<file path="src/rtl/vrb_arb2.sv">
// Two-master (IFU=m0, LSU=m1) to one-slave vrb arbiter with per-master skid
// buffers, a registered core stall, and an in-order response-routing ID FIFO.
module vrb_arb2 #(
  parameter int AW   = 32,
  parameter int DW   = 32,
  parameter int OSTD = 4
) (
  input  logic            clk,
  input  logic            rst_n,

  input  logic            i_m0_cmd_valid,
  input  logic [AW-1:0]   i_m0_cmd_addr,
  input  logic            i_m0_cmd_read,
  input  logic [DW-1:0]   i_m0_cmd_wdata,
  input  logic [DW/8-1:0] i_m0_cmd_wmask,
  output logic            o_m0_rsp_valid,
  output logic            o_m0_rsp_err,
  output logic [DW-1:0]   o_m0_rsp_rdata,

  input  logic            i_m1_cmd_valid,
  input  logic [AW-1:0]   i_m1_cmd_addr,
  input  logic            i_m1_cmd_read,
  input  logic [DW-1:0]   i_m1_cmd_wdata,
  input  logic [DW/8-1:0] i_m1_cmd_wmask,
  output logic            o_m1_rsp_valid,
  output logic            o_m1_rsp_err,
  output logic [DW-1:0]   o_m1_rsp_rdata,

  output logic            o_s_cmd_valid,
  output logic [AW-1:0]   o_s_cmd_addr,
  output logic            o_s_cmd_read,
  output logic [DW-1:0]   o_s_cmd_wdata,
  output logic [DW/8-1:0] o_s_cmd_wmask,
  input  logic            i_s_cmd_ready,
  input  logic            i_s_rsp_valid,
  input  logic            i_s_rsp_err,
  input  logic [DW-1:0]   i_s_rsp_rdata,

  output logic            o_holding,
  output logic            o_rsp_orphan
);

  localparam int MW = DW / 8;
  localparam int CW = $clog2(OSTD + 1);
  localparam int PW = (OSTD > 1) ? $clog2(OSTD) : 1;

  typedef struct packed {
    logic [AW-1:0] addr;
    logic          read;
    logic [DW-1:0] wdata;
    logic [MW-1:0] wmask;
  } cmd_t;

  cmd_t [1:0]    live_cmd;
  cmd_t [1:0]    buf_q;
  cmd_t [1:0]    cand;
  cmd_t          win_cmd;
  logic [1:0]    live_valid;
  logic [1:0]    buf_valid_q;
  logic [1:0]    buf_valid_d;
  logic [1:0]    cand_valid;
  logic [1:0]    granted;
  logic [1:0]    capture;
  logic          win_valid;
  logic          win_id;
  logic          rr_q;          // 0: m1 wins a tie, 1: m0 wins a tie
  logic          holding_q;
  logic          orphan_q;
  logic          pop;
  logic          full;
  logic          can_issue;
  logic          s_valid;
  logic          accept;
  logic          head_id;
  logic [CW-1:0] count_q;
  logic [PW-1:0] wr_ptr_q;
  logic [PW-1:0] rd_ptr_q;
  logic [OSTD-1:0] id_mem_q;

  function automatic logic [PW-1:0] ptr_inc(input logic [PW-1:0] p);
    return (p == PW'(OSTD - 1)) ? '0 : p + 1'b1;
  endfunction

  assign live_valid  = {i_m1_cmd_valid, i_m0_cmd_valid};
  assign live_cmd[0] = '{addr: i_m0_cmd_addr, read: i_m0_cmd_read,
                         wdata: i_m0_cmd_wdata, wmask: i_m0_cmd_wmask};
  assign live_cmd[1] = '{addr: i_m1_cmd_addr, read: i_m1_cmd_read,
                         wdata: i_m1_cmd_wdata, wmask: i_m1_cmd_wmask};

  // A full FIFO may still issue when a response frees a slot in the same cycle.
  assign pop       = i_s_rsp_valid & (count_q != '0);
  assign full      = (count_q == CW'(OSTD));
  assign can_issue = ~full | pop;

  // NOTE: every variable written in always_comb gets a default first so no
  // path through the block leaves it unassigned and infers a latch.
  always_comb begin
    cand_valid = buf_valid_q | live_valid;
    win_id     = 1'b0;
    for (int i = 0; i < 2; i++) begin
      cand[i] = buf_valid_q[i] ? buf_q[i] : live_cmd[i];
    end
    unique case (cand_valid)
      2'b10:   win_id = 1'b1;
      2'b11:   win_id = ~rr_q;
      default: win_id = 1'b0;
    endcase
    win_valid = |cand_valid;
    win_cmd   = cand[win_id];
  end

  assign s_valid = win_valid & can_issue;
  assign accept  = s_valid & i_s_cmd_ready;

  // Buffered commands are held until granted; live ones are captured if not
  // taken in their arrival cycle.
  always_comb begin
    granted     = 2'b00;
    buf_valid_d = buf_valid_q;
    capture     = 2'b00;
    if (accept) granted = win_id ? 2'b10 : 2'b01;
    for (int i = 0; i < 2; i++) begin
      capture[i]     = ~buf_valid_q[i] & live_valid[i] & ~granted[i];
      buf_valid_d[i] = buf_valid_q[i] ? ~granted[i] : capture[i];
    end
  end

  // NOTE: control state uses non-blocking assignments so every register
  // samples the pre-edge values regardless of statement order.
  always_ff @(posedge clk or negedge rst_n) begin
    if (!rst_n) begin
      buf_valid_q <= 2'b00;
      holding_q   <= 1'b0;
      rr_q        <= 1'b0;
      orphan_q    <= 1'b0;
      count_q     <= '0;
      wr_ptr_q    <= '0;
      rd_ptr_q    <= '0;
    end else begin
      buf_valid_q <= buf_valid_d;
      holding_q   <= |buf_valid_d;
      if (accept) begin
        rr_q     <= ~rr_q;
        wr_ptr_q <= ptr_inc(wr_ptr_q);
      end
      if (pop) rd_ptr_q <= ptr_inc(rd_ptr_q);
      if (i_s_rsp_valid && count_q == '0) orphan_q <= 1'b1;
      unique case ({accept, pop})
        2'b10:   count_q <= count_q + 1'b1;
        2'b01:   count_q <= count_q - 1'b1;
        default: count_q <= count_q;
      endcase
    end
  end

  // NOTE: payload storage has no reset; the valid bits and count guard every
  // read, so resetting it would only add reset fan-out.
  always_ff @(posedge clk) begin
    for (int i = 0; i < 2; i++) begin
      if (capture[i]) buf_q[i] <= live_cmd[i];
    end
    if (accept) id_mem_q[wr_ptr_q] <= win_id;
  end

  assign head_id = id_mem_q[rd_ptr_q];

  assign o_s_cmd_valid  = s_valid;
  assign o_s_cmd_addr   = s_valid ? win_cmd.addr  : '0;
  assign o_s_cmd_read   = s_valid & win_cmd.read;
  assign o_s_cmd_wdata  = s_valid ? win_cmd.wdata : '0;
  assign o_s_cmd_wmask  = s_valid ? win_cmd.wmask : '0;

  assign o_m0_rsp_valid = pop & ~head_id;
  assign o_m0_rsp_err   = o_m0_rsp_valid & i_s_rsp_err;
  assign o_m0_rsp_rdata = o_m0_rsp_valid ? i_s_rsp_rdata : '0;
  assign o_m1_rsp_valid = pop & head_id;
  assign o_m1_rsp_err   = o_m1_rsp_valid & i_s_rsp_err;
  assign o_m1_rsp_rdata = o_m1_rsp_valid ? i_s_rsp_rdata : '0;

  assign o_holding      = holding_q;
  assign o_rsp_orphan   = orphan_q;

endmodule

</file>
<file path="config.mk">
export PLATFORM = sky130hd
export DESIGN_NAME = vrb_arb2
export DESIGN_NICKNAME = d
export VERILOG_FILES = /design/src/rtl/vrb_arb2.sv
export SDC_FILE = /design/constraint.sdc
export NUM_CORES = 1
export LEC_CHECK = 0
export ABC_AREA = 1
export ABC_CLOCK_PERIOD_IN_PS = 6170
export CAP_MARGIN = 20
export CORE_MARGIN = 5
export CORE_UTILIZATION = 40
export DETAILED_ROUTE_END_ITERATION = 10
export DONT_BUFFER_PORTS = 1
export PLACE_DENSITY = 0.6
export SLEW_MARGIN = 25
export SYNTH_ARGS = -nofsm -noshare
export SYNTH_HDL_FRONTEND = slang
export SYNTH_SLANG_ARGS = --single-unit
</file>
<file path="constraint.sdc">
create_clock -name clk -period 6.17 [get_ports clk]
set_clock_uncertainty 0.05 [all_clocks]
set_input_delay 0.617 -clock clk [delete_from_list [all_inputs] [get_ports clk]]
set_output_delay 0.617 -clock clk [all_outputs]
set_load 0.02 [all_outputs]
</file>
; ---- Yosys cells after proc, flatten, opt, wreduce, memory -nomap -nowiden
; Index checks and enable logic that the tools add are counted.
[op_classes]
shift = 0
eq_ne = 7
multipliers = 0
muxes = 22
reduce_logical = 7
n_lt_le_gt_ge = 4
div_mod_pow = 0
bitwise_logic = 21
n_addsub = 4
[ops]
columns = op, n
row1 = $mux 69, 4
row2 = $mux 32, 4
row3 = $and 1x1->1, 12
row4 = $eq 2x2->1 const B, 5
row5 = $mux 2, 4
row6 = $not 1->1, 7
row7 = $lt 2x3->1 const B, 2
row8 = $pmux 3 s2, 1
row9 = $add 2x1->2 const B, 2
row10 = $bwmux 4, 1
row11 = $mux 1, 4
row12 = $mux 4, 1
row13 = $reduce_or 2->1, 2
row14 = $add 3x1->3 const B, 1
row15 = $eq 3x3->1 const B, 1
row16 = $logic_not 3->1, 1
row17 = $reduce_bool 3->1, 1
row18 = $sub 3x1->3 const B, 1
row19 = $bmux 1 s2, 1
row20 = $demux 1 s2, 1
row21 = $eq 2x1->1 const B, 1
row22 = $ge 2x1->1 const B, 1
row23 = $logic_and 1x1->1, 2
row24 = $lt 1x2->1 const B, 1
row25 = 4 further kinds, 4
[word_totals]
latch_bits = 0
mem_count = 0
output_inout_bits = 140
mem_bits_ro = 0
ff_bits = 154
ram_bits = 0
word_cells = 81
in_bits = 177

; ---- Longest topological paths before layout
[logic_depth]
depth_word = 10
depth_mapped = 11
mapped_depth_nobuf = 10

; ---- Worst setup path before layout
; No wires, ideal clock.
[synth_path]
path_kind = input -> register
startpoint = input i_m0_cmd_valid
endpoint = register buf_q[0] in the netlist's numbering, enable pin
arrival_time_ns = 4.126
n_path_buf = 1
setup_time_ns = 0.496
path_stages = 6
t_required_ns = 5.624
slack_ns = 1.498
cell_sequence = nor2_2 nand2_1 nand3_1 buf_4 nor2_1 nor2_1
[synth_via]
elab_chain_cells = 7
elab_cells_between_ends = 12
cone_classes = eq/ne: 2 / mux: 3 / bitwise: 6 / reduce/logical: 1
[synth_rtl]
columns = item, line_no
row1 = start: declaration, 11  ; input logic i_m0_cmd_valid,
row2 = $or 2x2->2, 98  ; cand_valid = buf_valid_q | live_valid;
row3 = $eq 2x2->1 / $reduce_or 2->1 (equally long branches), "103, 108"
row4 = $pmux 1 s2 / $and 1x1->1 (equally long branches), "103, 112"
row5 = $mux 2 / $and 1x1->1 (equally long branches), "121, 113"
row6 = $mux 2, 121  ; if (accept) granted = win_id ? 2'b10 : 2'b01;
row7 = $not 1->1, 123  ; capture[i] = ~buf_valid_q[i] & live_valid[i] & ~granted[i];
row8 = $and 1x1->1 *, 123
row9 = via capture[0], 63  ; logic [1:0] capture;
row10 = end signal: indexed assignment, 160  ; if (capture[i]) buf_q[i] <= live_cmd[i];
row11 = end: declaration, 55  ; cmd_t [1:0] buf_q;
; The timed path passes the listed nets; every way through them passes the cells marked *.
; A chain may end at the register's enable or synchronous reset.

; ---- Worst setup path after layout
[layout_path]
startpoint = register buf_valid_q[0]
endpoint = output o_s_cmd_addr[3]
[layout_via]
elab_chain_cells = 6
elab_cells_between_ends = 10
cone_classes = eq/ne: 2 / mux: 5 / bitwise: 2 / reduce/logical: 1
[layout_rtl]
columns = item, line_no
row1 = start: declaration, 59  ; logic [1:0] buf_valid_q;
row2 = start signal: assignment, 140  ; buf_valid_q <= buf_valid_d;
row3 = $or 2x2->2, 98
row4 = $eq 2x2->1, 103  ; unique case (cand_valid)
row5 = $pmux 1 s2, 103
row6 = $mux 69 (implied by the code) (2 in a row), 109  ; win_cmd = cand[win_id];
row7 = $mux 32 *, 168  ; assign o_s_cmd_addr = s_valid ? win_cmd.addr : '0;
row8 = end: declaration, 30  ; output logic [AW-1:0] o_s_cmd_addr,
; Every way passes the cells marked *; elsewhere a longest branch is shown, timed or not. The select of a mux whose other input is x is not followed.

==> impl_metrics.py <==
metrics = {
    "outcome": {
        "run_status": "finished clean",
    },
    "placed_design": {
        "place_congestion": 0.935,
        "place.detailed.hpwl_um": 17200,
        "post-place-ws_ns": 2.37,
        "port_buffers": 0,
    },
    "clock_network": {
        "cts_tree": "yes",
        "h-tree-depth": 4,
        "cts-root-buf": "clkbuf_16",
        "post_cts_resized": 0,
        "clk_pin_slew_worst_paths_ns": 0.07,
        "clk_path_buf_depth": 2,
        "numCtsBuffers": 17,
        "numClockSinks": 154,
        "clk_latency_ns": 0.41,
    },
    "timing": {
        "period_share": 0.668,
        "relSlewSlack": 0.317,
        "max_freq_ghz": 0.243,
        "fin_setup_tns_ns": 0,
        "final-hold-violation-count": 0,
        "grt_setup_unrepaired": "no",
        "timing.final.max_slew_violations": 0,
        "fin_crit_ns": 4.12,
        "finalSetupViolations": 0,
        "fin_ws_ns": 2.05,
        "worstMarginPinSlew_ns": 1.02,
    },
    "job": {
        "max_cap_violations": 0,
    },
    "yosys": {
        "synth_seq_cells": 154,
        "ys_warn_count": 0,
        "synth.distinct_cells": 26,
        "yosysTopAreaCellShare": 0.526,
        "synth.area.top_cells": "edfxtp_1, nand2_1, nor2_1",
        "syn_nets": 1198,
        "post-synth-top-area-cell": "edfxtp_1",
        "syn-cell-area_mm2": 0.00811,
        "syn_inst": 1014,
        "seq_area_frac_synth": 0.563,
        "syn_avg_cell_area_um2": 8.00,
    },
    "critical_path": {
        "r2r_start": "buf_valid_q[0]",
        "endpoint_kind": "output port",
        "rr_endpoint": "buf_q[56]",
        "critPathLaunchType": "register",
        "path_max_fanout": 71,
        "endpoint": "o_s_cmd_addr[3]",
        "arrival_ns": 3.46,
        "startpoint": "buf_valid_q[0]",
        "r2r_slack_ns": 2.39,
        "crit_required_ns": 5.50,
        "worst-setup-path-type": "register to output port",
        "reg2regPathDepth": 6,
    },
    "global_route": {
        "grt_pass1_wl_um": 36400,
        "grt_max_degree": 72,
        "grt_use_total": 0.201,
        "grt_pass1_vias": 5893,
        "grt-ovfl-total": 0,
        "antenna_found_initial": 0,
    },
    "layout": {
        "drive_gt1_frac": 0.0492,
        "diodes": 0,
        "nFillCells": 1990,
        "syn_to_final_growth_pct": 8.58,
        "layout_common_cells": "nand2_1, nor2_1, edfxtp_1",
        "final_util": 0.438,
        "fin_nets": 1167,
        "final_common_cell": "nand2_1",
    },
    "drt": {
        "num_vias": 6331,
        "dr.pass1.iters": 5,
        "ant_nets": 0,
        "drt_iter0_drc": 499,
        "avgRoutedWirePerCell_um": 19.0,
        "routed_via_density": 5.00,
        "wl_um": 24100,
        "drcViolationCount": 0,
    },
    "die": {
        "chipWidth_um": 152,
        "num_io_pins": 317,
        "rows": 52,
        "die_h_um": 152,
        "dieArea_mm2": 0.0232,
        "core_area_mm2": 0.0201,
        "start_util": 0.403,
    },
    "power": {
        "ir_drop_v": 0.000285,
        "p_per_area_mw_per_mm2": 579,
        "p_leak_nw": 3.93,
    },
    "min_path": {
        "hold_path.class": "input port to register",
    },
}
[synthesized netlist by cell type]
cell        n
nand2_1   433
a31o_2      1
xor2_1      2
nand3_1     3
a21oi_1     2
nor2_2      1
buf_2      13
ha_1        6
inv_2       2
o21bai_1    1
o21ai_1    10
clkinv_2    1
buf_6       8
edfxtp_1  142
clkbuf_1   35
a21oi_4     1
nor2_1    217
buf_4       2
xnor2_1     1
o21ai_0    65
nor2_4      1
nand2_2     1
o21bai_4    1
dfrtp_1    12
inv_1      52
fa_1        1
[area by class of cell]
cell class | instances | area, um^2 | area share
Clock inverter | 14 | 145 | 0.0165
Tap cell | 270 | 338 | 0.0384
Multi-Input combinational cell | 747 | 3050 | 0.347
Sequential cell | 154 | 4570 | 0.519
Timing Repair Buffer | 8 | 62.6 | 0.00710
Clock buffer | 18 | 429 | 0.0487
Inverter | 55 | 210 | 0.0239
[timing repair]
action                                 CTS  global route
hold buffers                             1             0
buffers inserted                         0             0
endpoints found under the hold margin   12             0
[power by group]
group | switching (mW) | leakage [nW] | internal, mW
Clock | 0.426 | 0.283 | 0.599
Combinational | 2.10 | 2.21 | 0.513
Sequential | 0.0686 | 1.44 | 1.39
[state kept, by name, summed over array words and instances, names as in the netlist]
register      count
o_rsp_orphan      1
buf_valid_q       2
rd_ptr_q          2
o_holding         1
buf_q           138
wr_ptr_q          2
id_mem_q          4
count_q           3
rr_q              1
[cells by family (layout without fill, tap and decap cells)]
family | count (synthesis) | after routing | share of synthesized area
adders and majority gates | 7 | 7 | 0.0117
buffers and inverters | 113 | 95 | 0.0628
and+or+nand+nor | 656 | 656 | 0.306
xor gates and xnor gates | 3 | 3 | 0.00324
AOI/OAI and AO/OA | 81 | 81 | 0.0538
DFF | 154 | 154 | 0.563
[metrics by stage]
stage               power [mW]  std cells  cell area, um^2  hold slack, ns
detailed placement        4.12       1233             8220           0.273
finish                    5.10       1266             8810           0.247
CTS                       5.16       1266             8800           0.225
global placement          4.11       1233             8220           0.273
global route              5.45       1266             8810           0.214
floorplan                 3.65       1014             8110           0.271
[layer usage]
metal	share of wire	vias up	track usage
li1	-	3119	-
met1	0.37	2895	0.226
met2	0.51	285	0.356
met3	0.091	32	0.0758
met4	0.024	0	0.0608
met5	0	-	0
[worst min path at each step]
stage,from,to,slack [ns],cells past startpoint
floorplan,rst_n,buf_valid_q[0],0.27,0
global placement,rst_n,buf_valid_q[1],0.27,0
detailed placement,rst_n,buf_valid_q[1],0.27,0
CTS,i_m1_cmd_wdata[1],buf_q[74],0.23,0
global route,i_m1_cmd_wdata[1],buf_q[74],0.21,0
finish,i_m1_cmd_wdata[1],buf_q[74],0.25,0
[critical path, cell delays in order, from the launching register on]
cell	delay [ns]
dfrtp_2	0.41
clkinv_2	0.69
nand2_2	0.16
a21oi_4	0.73
buf_4	0.54
nor2_1	0.09
nor2_1	0.35
Power figures use the tool's default switching activity.
==> patch 1, RTL diff (config.mk and constraints unchanged) <==
Set the parameter `OSTD` to 8 (it was 4).
--- a/src/rtl/vrb_arb2.sv
+++ b/src/rtl/vrb_arb2.sv
@@ -4,5 +4,5 @@
   parameter int AW   = 32,
   parameter int DW   = 32,
-  parameter int OSTD = 4
+  parameter int OSTD = 8
 ) (
   input  logic            clk,
Behaviour: not the same (Yosys sat finds a counterexample within 10 cycles, from zero or initial values and one cycle with rst_n low).
==> patch 1 against the unedited design <==
Sequential power is 14% higher. Worst setup slack worse by 380 ps. Final cell count is 18% lower. Total power is 2.1% lower. Wire length is 10% lower. Utilization is 0.068 points higher. Area after synthesis is 4.1% higher. Sequential share of layout area is 0.16 points higher. Die area is 3.8% higher. Cell area is 4.1% higher. Sequential cell count is 7 higher. Hold slack worse by 15 ps. Largest cell class unchanged.
==> patch 1: results (changes against the unedited design) <==
number of antenna violations at the first check in global routing=1 (was 0); post-DP HPWL=15600 um (was 17200 um); R2R Path End=buf_q[96] (was buf_q[56]); number of unique standard cell types used by synthesis=24 (was 26); setup slack, reg-to-reg=2190 ps (was 2390 ps); length in cells of the worst reg-to-reg path=8 (was 6); part of the total power dissipated in sequential elements=33.2% (was 28.6%); Cells after DPL=1007 (was 1233); total nets after synthesis=953 (was 1198); Switching Share=46.7% (was 50.9%); placer congestion estimate=0.741 (was 0.935); Hold Path Sink=buf_q[55] (was buf_q[74]); number of global-route vias before repair=5538 (was 5893); maximum vdd drop=0.264 mV (was 0.285 mV); Worst Hold Launch=i_m0_cmd_addr[18] (was i_m1_cmd_wdata[1]); GRT Total Usage=17.4% (was 20.1%); top cells by count, synth=221 x sky130_fd_sc_hd__nor2_1, 146 x sky130_fd_sc_hd__edfxtp_1, 138 x sky130_fd_sc_hd__mux2_2 (was 433 x sky130_fd_sc_hd__nand2_1, 217 x sky130_fd_sc_hd__nor2_1, 142 x sky130_fd_sc_hd__edfxtp_1); Syn Inst Count=769 (was 1014); synthesized-area fraction occupied by adder cells=1.04% (was 1.17%); Static Leak=3.44 nW (was 3.93 nW); sequential share of the synthesized area=56.4% (was 56.3%); result of the run=complete, no violations (unchanged); Compound-Gate Fraction of Synth Area=4.83% (was 5.38%); fraction of registers with async set/reset=9.32% (was 7.79%); Place WS=1980 ps (was 2370 ps); largest cells by area after synthesis=sky130_fd_sc_hd__edfxtp_1 52%, sky130_fd_sc_hd__mux2_2 18%, sky130_fd_sc_hd__nor2_1 9.8%, sky130_fd_sc_hd__dfrtp_1 4.4%, sky130_fd_sc_hd__o21ai_0 4.0% (was sky130_fd_sc_hd__edfxtp_1 53%, sky130_fd_sc_hd__nand2_1 20%, sky130_fd_sc_hd__nor2_1 10%, sky130_fd_sc_hd__o21ai_0 4.0%, sky130_fd_sc_hd__dfrtp_1 3.7%); transition time at the pin with the least slew margin=971 ps (was 1020 ps); CP endpoint=o_s_cmd_wdata[19] (was o_s_cmd_addr[3]); area after detailed placement=8570 sq um (was 8220 sq um); xor/xnor cell area share of the yosys netlist=0.311% (was 0.324%); Critical path origin=buf_valid_q[1] (was buf_valid_q[0]); average wire length per cell after detail routing=20.7 um (was 19.0 um); comb pwr=2.31 mW (was 2.61 mW); worst hold slack=232 ps (was 247 ps); largest registers=buf_q (138), id_mem_q (8), count_q (4) (was buf_q (138), id_mem_q (4), count_q (3))
## patch 1: cell count changes in the layout (fill, tap and decap cells not counted), sizes merged, moves of 3 or more
cell,before,now
mux2,0,138
nand4,0,3
nand3,3,7
nand2,434,42
edfxtp,142,146
nor2,219,228
o21ai,75,79
dfrtp,12,15
## patch 1: area by class of cell
cell class                 count  area (sq um)  share of cell area, %
sequential                   161          4770                   52.0
clock inverter                15           154                   1.68
multi-input combinational    509          3200                   34.9
clock buffer                  17           425                   4.64
inverter                      55           208                   2.27
antenna                        1          2.50                 0.0273
timing repair buffer           8          62.6                  0.683
tap                          275           344                   3.75
## patch 1: per-layer routing
metal  vias to the layer above  wire length (um)  share of wire, %  track usage [%]
li1                       2593                 -                 -                -
met1                      2545              8080                37             20.3
met2                       255             10600                49             29.1
met3                        33              2390                11             7.15
met4                         0               446               2.1             5.88
met5                         -                 0                 0                0
==> patch 2, RTL diff (config.mk and constraints unchanged) <==
Made on the original files. Make the reset (`rst_n`) synchronous in one clocked block.
--- a/src/rtl/vrb_arb2.sv
+++ b/src/rtl/vrb_arb2.sv
@@ -128,5 +128,5 @@
   // NOTE: control state uses non-blocking assignments so every register
   // samples the pre-edge values regardless of statement order.
-  always_ff @(posedge clk or negedge rst_n) begin
+  always_ff @(posedge clk) begin
     if (!rst_n) begin
       buf_valid_q <= 2'b00;
Check against the original RTL: differs if rst_n is asserted again (counterexample within 4 cycles, from zero or initial values and one cycle with rst_n low); with rst_n held inactive, the same outputs for 4 cycles.
==> patch 2 against the unedited design <==
Global-route usage is 1.4 points lower. Critical endpoint is now o_s_cmd_wdata[26]. Cell area grew 1.3%. Highest routed layer unchanged. Area after synthesis rose by 0.63%. Worst setup slack better by 710 ps. Wire length fell by 5.7%. Sequential cell count is the same.
Power is not compared: it rests on default switching activity, and its combinational part moved more than twofold at a synthesized area within 25%.
==> patch 2: results (changes against the unedited design) <==
total nets after synthesis=1217 (was 1198); proportion of layout cells with a drive suffix above 1=5.23% (was 4.92%); post-DP HPWL=15800 um (was 17200 um); final-layout non-clock buffer area share=0.589% (was 0.710%); CLK BUF=17 (was 18); count of non-CTS buffers in the layout=7 (was 8); maximum number of pins on one net before global-route repair=76 (was 72); Multi-input gate area=3130 sq um (was 3050 sq um); met2 wire len=11000 um (was 12300 um); number of enable-type register cells in the synthesized netlist=142 (unchanged); number of sequential storage elements=154 (unchanged); Compound-Gate Fraction of Synth Area=5.26% (was 5.38%); Worst Hold Launch=i_m1_cmd_addr[17] (was i_m1_cmd_wdata[1]); filler cell count in the final layout=1929 (was 1990); slowest cell on the critical path=sky130_fd_sc_hd__buf_4 (was sky130_fd_sc_hd__a21oi_4); number of global-route vias before repair=5878 (was 5893); result of the run=complete, no violations (unchanged); transition time at the pin with the least slew margin=1020 ps (about the same); critical-path maximum fanout=70 (was 71); Worst path max stage delay=530 ps (was 730 ps); average wire length per cell after detail routing=17.7 um (was 19.0 um); RR Startpoint=buf_valid_q[0] (unchanged); number of search-and-repair iterations in the first detailed-routing pass=4 (was 5); setup slack, reg-to-reg=2880 ps (was 2390 ps); Worst Path Arrival=2740 ps (was 3460 ps); Clock buf/inv share=7.45% (was 6.52%); Seq area share=50.5% (was 51.9%); synthesized-area fraction occupied by adder cells=1.17% (about the same); number of instances on the worst hold path=0 (unchanged); placer congestion estimate=0.840 (was 0.935); Routed met1 length=8510 um (was 8950 um); fraction of registers with async set/reset=0% (was 7.79%); Hold Path Sink=buf_q[123] (was buf_q[74]); R2R Path End=buf_q[4] (was buf_q[56]); sequential share of the synthesized area=55.2% (was 56.3%); routed via count=6241 (was 6331); number of unique standard cell types used by synthesis=24 (was 26); number of violations reported at the end of detailed-routing iteration 0=490 (was 499); Multi-input comb cells=760 (was 747); GRT Total Usage=18.7% (was 20.1%)
[patch 2: stage by stage]
step	std cells	area, sq um	worst slack, ps	hold WS, ps
floorplan	1033	8160	1540	412
global route	1283	8920	2570	206
finish	1283	8920	2760	232
detailed placement	1251	8250	2540	445
CTS	1283	8920	2700	210
global placement	1251	8250	2560	441
[patch 2: report_power, final]
part	leakage [nW]	internal, mW	switching, mW
logic	2.27	0.166	0.697
registers	1.44	1.25	0.0340
clock network	0.315	0.730	0.454
[patch 2: worst max path at each step]
stage                         startpoint           endpoint
after global routing      buf_valid_q[1]   o_s_cmd_wmask[0]
after floorplan           i_m1_cmd_valid         buf_q[100]
after global placement    i_m0_cmd_valid          buf_q[66]
after detailed placement  i_m0_cmd_valid          buf_q[66]
after CTS                 buf_valid_q[1]  o_s_cmd_wdata[26]
final                     buf_valid_q[1]  o_s_cmd_wdata[26]
[patch 2: layer usage]
metal	GRT usage, %	vias up
met4	7.51	0
met1	20.8	2739
met2	31.5	293
met5	0	-
li1	-	3174
met3	8.40	35
